### src/rtl/fetch_unit.sv
// -----------------------------------------------------------------------------
// fetch_unit
//
// Instruction fetch sequencer for a single-issue core. It walks the program
// counter through a synchronous instruction memory (one cycle read latency),
// presents each fetched word to control decode, and reacts to stalls, taken
// branches and halt requests. It also counts retired instructions.
//
// Ports:
//   clk            single clock, all state updates on the rising edge
//   reset_n        synchronous active-low reset
//   start          begin or restart program execution (IDLE or HALT only)
//   stall          downstream cannot take the presented instruction
//   branch_taken   presented instruction resolved as a taken branch
//   branch_target  redirect address, qualified by branch_taken
//   halt_req       presented instruction is a halt
//   imem_rdata     instruction word, mem[addr] one cycle after imem_en
//   imem_addr      instruction memory address
//   imem_en        instruction memory read enable
//   instr          instruction presented to decode (imem_rdata)
//   instr_valid    instr/pc are meaningful this cycle
//   pc             address of the presented instruction
//   done           program halted
//   instr_count    instructions retired since the last start (saturating)
// -----------------------------------------------------------------------------
module fetch_unit #(
    parameter logic [9:0] START_PC = 10'd0
) (
    input  logic        clk,
    input  logic        reset_n,
    input  logic        start,
    input  logic        stall,
    input  logic        branch_taken,
    input  logic [9:0]  branch_target,
    input  logic        halt_req,
    input  logic [8:0]  imem_rdata,
    output logic [9:0]  imem_addr,
    output logic        imem_en,
    output logic [8:0]  instr,
    output logic        instr_valid,
    output logic [9:0]  pc,
    output logic        done,
    output logic [15:0] instr_count
);

    typedef enum logic [2:0] {
        IDLE,
        FILL,
        RUN,
        REDIRECT,
        HALT
    } state_t;

    state_t      state;
    state_t      state_next;
    logic [9:0]  pc_next;
    logic [15:0] count_next;
    logic        accept;

    // The memory returns data one cycle after the address, so the word sitting
    // on imem_rdata always belongs to the address issued in the previous
    // cycle. Decode simply sees that word directly.
    assign instr = imem_rdata;

    // Next-state and output decode.
    // pc is loaded with the address of the *next* instruction to present at
    // the moment a fetch of it is launched (start or taken branch). That way
    // FILL and REDIRECT just issue pc as the memory address, and the
    // following RUN cycle already shows the right pc without a separate
    // target register. While presenting an instruction, RUN prefetches pc+1;
    // a stall drops the read enable so the memory holds the current word.
    // Halt wins over a simultaneous taken branch.
    always_comb begin
        state_next  = state;
        pc_next     = pc;
        count_next  = instr_count;
        imem_addr   = pc;
        imem_en     = 1'b0;
        instr_valid = 1'b0;
        done        = 1'b0;
        accept      = 1'b0;

        case (state)
            IDLE: begin
                if (start) begin
                    state_next = FILL;
                    pc_next    = START_PC;
                    count_next = 16'd0;
                end
            end

            FILL: begin
                imem_en    = 1'b1;
                state_next = RUN;
            end

            RUN: begin
                instr_valid = 1'b1;
                imem_addr   = pc + 10'd1;
                imem_en     = ~stall;
                accept      = ~stall;
                if (accept) begin
                    if (instr_count != 16'hFFFF) begin
                        count_next = instr_count + 16'd1;
                    end
                    if (halt_req) begin
                        state_next = HALT;
                    end else if (branch_taken) begin
                        state_next = REDIRECT;
                        pc_next    = branch_target;
                    end else begin
                        pc_next = pc + 10'd1;
                    end
                end
            end

            REDIRECT: begin
                imem_en    = 1'b1;
                state_next = RUN;
            end

            HALT: begin
                done = 1'b1;
                if (start) begin
                    state_next = FILL;
                    pc_next    = START_PC;
                    count_next = 16'd0;
                end
            end

            default: begin
                state_next = IDLE;
            end
        endcase
    end

    // State register. Reset wins over every other input and drops any
    // in-flight fetch: the machine goes back to IDLE and waits for start.
    always_ff @(posedge clk) begin
        if (!reset_n) begin
            state       <= IDLE;
            pc          <= 10'd0;
            instr_count <= 16'd0;
        end else begin
            state       <= state_next;
            pc          <= pc_next;
            instr_count <= count_next;
        end
    end

endmodule

### config.mk
export PLATFORM = sky130hd
export DESIGN_NAME = fetch_unit
export DESIGN_NICKNAME = d
export VERILOG_FILES = /design/src/rtl/fetch_unit.sv
export SDC_FILE = /design/constraint.sdc
export NUM_CORES = 1
export LEC_CHECK = 0
export BUFFER_PORTS_ARGS = -buffer_cell sky130_fd_sc_hd__clkbuf_2
export CORE_MARGIN = 2
export CORE_UTILIZATION = 38
export CTS_CLUSTER_DIAMETER = 120
export DETAILED_ROUTE_END_ITERATION = 8
export PLACE_DENSITY = 0.67
export SLEW_MARGIN = 5
export SYNTH_ARGS = -nofsm -noshare
export SYNTH_HDL_FRONTEND = slang
export SYNTH_SLANG_ARGS = --single-unit
### constraint.sdc
create_clock -name clk -period 2.04 [get_ports clk]
set_clock_uncertainty 0.15 [all_clocks]
set_input_delay 0.102 -clock clk [delete_from_list [all_inputs] [get_ports clk]]
set_output_delay 0.102 -clock clk [all_outputs]
set_load 0.02 [all_outputs]
==> key figures <==
Clock tree
  – Clock-pin slew of the registers on the worst-case setup and hold paths: around 0.07 ns
  – Clock latency reported for the late side of the worst-skew pair: approximately 0.29 ns
  – CTS buffer count: 5
  – Clock tree from TritonCTS: yes
  – Clk Tree Root Cell: sky130_fd_sc_hd__clkbuf_8
  – Longest Clk Path Bufs: 2
  – Number of sinks driven by the clock tree: 29
  – H-Tree Level Count: 2

Power
  – Leakage: 1.07 nW
  – Largest vdd supply drop: roughly 0.26 mV
  – Power density over the cells: roughly 570 mW/mm^2
  – Post-layout power: roughly 1.5 mW

Placed design
  – GPL Wtd Cong: between 0.8 and 0.9
  – Placed Instance Area: 0.00239 mm^2
  – Count of buffers inserted at the top-level ports: between 50 and 60
  – Worst slack at placement: ~0.043 ns
  – Sum of net half-perimeters after detailed placement: between 4 and 5 mm

Final layout
  – Relative area change from synthesis to final layout: 31.6%
  – Count of antenna diodes in the layout: 0
  – Share of the core filled with cells: 0.516
  – Finished layout cell area: around 0.0026 mm^2
  – Most frequent cells in the layout: sky130_fd_sc_hd__clkbuf_2, sky130_fd_sc_hd__nand2_1, sky130_fd_sc_hd__buf_4
  – Total number of nets in the final design: between 300 and 400
  – Leading cell type in the layout, fill and taps excluded: sky130_fd_sc_hd__clkbuf_2
  – Layout cell share with drive strength beyond 1: 0.344

Detailed routing
  – Count of nets left with antenna violations after detail routing: 0
  – Drt drc: 0
  – Detailed-routing iteration count for the pre-antenna-repair pass: 4
  – Routed length per instance: 14.1 um
  – WL final: between 5 and 6 mm
  – Detailed-route via count: ~2200
  – Initial DRC Count: between 100 and 150
  – Via-per-instance ratio: ~5.5

Yosys
  – Multiplexer share of the synthesized area: 0.0352
  – Post-synthesis share of cell area spent on xor and xnor gates: 0.0396
  – Area fraction in and, or, nand and nor cells after synthesis: 0.306
  – Mean cell area of the mapped netlist: slightly below 8 um^2
  – Number of flops mapped to enable cells by yosys: 0
  – Adder-cell area share of the yosys netlist: 0.0126
  – Compound-cell area share of the yosys netlist: 0.244
  – Ys flop type: sky130_fd_sc_hd__dfxtp_1
  – Gate count after technology mapping: about 250
  – Part of the Yosys area used for sequential elements: 0.292
  – Asr flop ratio synth: 0
  – Netlist Area Pre-Place: 0.00199 mm^2
  – Dominant combinational cell family by area after synthesis: simple AND/OR/NAND/NOR gates
  – Warnings, synthesis: 0
  – Number of different library cells in the post-synthesis netlist: between 50 and 60
  – Post-synthesis sequential element count: 29
  – Synthesized Nets: 281

STA
  – Post-layout minimum cycle time: just under 2 ns
  – Highest clock frequency the design can meet: 0.506 GHz
  – Slew HR: 0.625
  – Final number of max-transition violations: 0
  – Total count of hold-check failures in the final report: 0
  – Fraction of the cycle the final worst path needs: 0.969
  – Final critical-path setup slack: 0.0642 ns
  – RSZ-0062 raised after global routing: yes
  – Worst-case hold slack: 0.0170 ns
  – Worst-margin pin slew: 0.560 ns
  – Number of setup violations in the final report: 0

Die
  – Die X-Extent: between 70 and 80 um
  – Initial Util: 0.392
  – Full die area: between 0.005 and 0.006 mm^2
  – Number of ports placed on the die boundary: between 70 and 80
  – Die height: roughly 76 um
  – Core outline area: a little over 0.005 mm^2
  – Num rows: 26

Setup path
  – Required time at the worst-slack endpoint: between 2 and 2.5 ns
  – FF-to-FF path depth: 5
  – Largest fanout of any net on the critical path: 8
  – Data arrival time of the critical path: 2.00 ns
  – Kind of launch point of the worst setup path: flop
  – Critical Path Sink Type: flop
  – Crit Path Class: flop to flop

Worst hold path
  – Worst Hold Class: input port to flop
  – Number of stages on the worst hold path: 5

Job
  – Reported max-cap violation count: 0

Global route
  – Global routing's busiest layer: met2
  – Met3 global-route usage: 0.0474
  – Maximum number of pins on one net before global-route repair: 26
  – Met1 demand-to-capacity share in global routing: 0.249
  – Initial antenna violation count: 0
  – Via count of the first global-routing pass: around 1900
  – GRT Total Usage: 0.183
  – First-pass GRT wire length: 8.80 mm
  – Total gr overflow: 0
  – Met2 capacity usage during global routing: 0.285

Outcome
  – Result of the run: completed
cell usage after synthesis, types with 4 or more instances:
| library cell | count | area [um^2] |
|---|---|---|
| sky130_fd_sc_hd__nor3_1 | 12 | 60.1 |
| sky130_fd_sc_hd__and2_1 | 5 | 31.3 |
| sky130_fd_sc_hd__inv_1 | 5 | 18.8 |
| sky130_fd_sc_hd__dfxtp_1 | 29 | 581 |
| sky130_fd_sc_hd__nor2_1 | 14 | 52.6 |
| sky130_fd_sc_hd__nand2_1 | 35 | 131 |
| sky130_fd_sc_hd__a211oi_1 | 6 | 45.0 |
| sky130_fd_sc_hd__clkbuf_1 | 9 | 33.8 |
| sky130_fd_sc_hd__buf_4 | 10 | 75.1 |
| sky130_fd_sc_hd__nand3_1 | 6 | 30.0 |
| sky130_fd_sc_hd__o31ai_1 | 5 | 37.5 |
| sky130_fd_sc_hd__and3_1 | 8 | 50.1 |
| sky130_fd_sc_hd__nand4_1 | 4 | 25.0 |
| sky130_fd_sc_hd__xnor2_1 | 7 | 61.3 |
| sky130_fd_sc_hd__o2bb2ai_1 | 9 | 78.8 |
| sky130_fd_sc_hd__a21oi_1 | 16 | 80.1 |
| sky130_fd_sc_hd__o21ai_0 | 10 | 50.1 |
| sky130_fd_sc_hd__or3_1 | 5 | 31.3 |
| sky130_fd_sc_hd__mux2i_1 | 7 | 70.1 |
| sky130_fd_sc_hd__or4_1 | 4 | 30.0 |
layout make-up:
| class | count | area [um^2] |
|---|---|---|
| fill | 523 | 2460 |
| timing repair buffer | 85 | 518 |
| timing repair inverter | 1 | 7.51 |
| tap | 70 | 87.6 |
| inverter | 5 | 22.5 |
| sequential | 29 | 586 |
| clock inverter | 2 | 10.0 |
| multi-input combinational | 198 | 1320 |
| clock buffer | 6 | 72.6 |
stage by stage:
| stage | setup TNS [ns] | cells |
|---|---|---|
| CTS | -0.000638 | 389 |
| floorplan | 0 | 254 |
| global placement | 0 | 378 |
| detailed placement | 0 | 378 |
| finish | 0 | 396 |
| global route | -0.000200 | 396 |
layer usage:
metal	share of wire	wire length, um
met5	0	0
met4	0.013	72
met3	0.048	266
met2	0.47	2590
met1	0.47	2630
state kept, by name, indices dropped and copies added (netlist names):
| register | count |
|---|---|
| instr_count | 16 |
| pc | 10 |
| state | 3 |
power by group:
| part | internal (mW) | switching [mW] | total [mW] |
|---|---|---|---|
| Combinational | 0.184 | 0.250 | 0.434 |
| Clock | 0.236 | 0.228 | 0.464 |
| Sequential | 0.583 | 0.0145 | 0.598 |
worst max-delay path, cell delays in order (launching register included):
cell	delay (ns)
sky130_fd_sc_hd__dfxtp_4	0.36
sky130_fd_sc_hd__or3b_4	0.48
sky130_fd_sc_hd__buf_4	0.17
sky130_fd_sc_hd__nor4_4	0.19
sky130_fd_sc_hd__a21oi_2	0.17
sky130_fd_sc_hd__a311o_1	0.34
path summary, 6_finish.rpt:
kind                          from              end  slack, ns
setup reg to reg          state[0]   instr_count[3]       0.06
hold / removal    branch_target[5]            pc[5]       0.02
setup / recovery          state[0]   instr_count[3]       0.06
hold reg to reg    instr_count[15]  instr_count[15]       0.33
kinds of logic after synthesis:
group / count (synthesis)
xor+xnor: 9
compound gates: 69
buf+inv: 27
simple gates: 111
fa+ha+maj: 2
mux: 7
flops: 29
what timing repair did:
item,in CTS,in global routing
hold buffers,3,0
endpoints found under the hold margin,3,0
pin swaps,0,4
resized for setup,4,19
gates cloned,0,1
setup buffers,0,6
endpoints found under the setup margin,9,16
(Power assumes the default switching activity.)
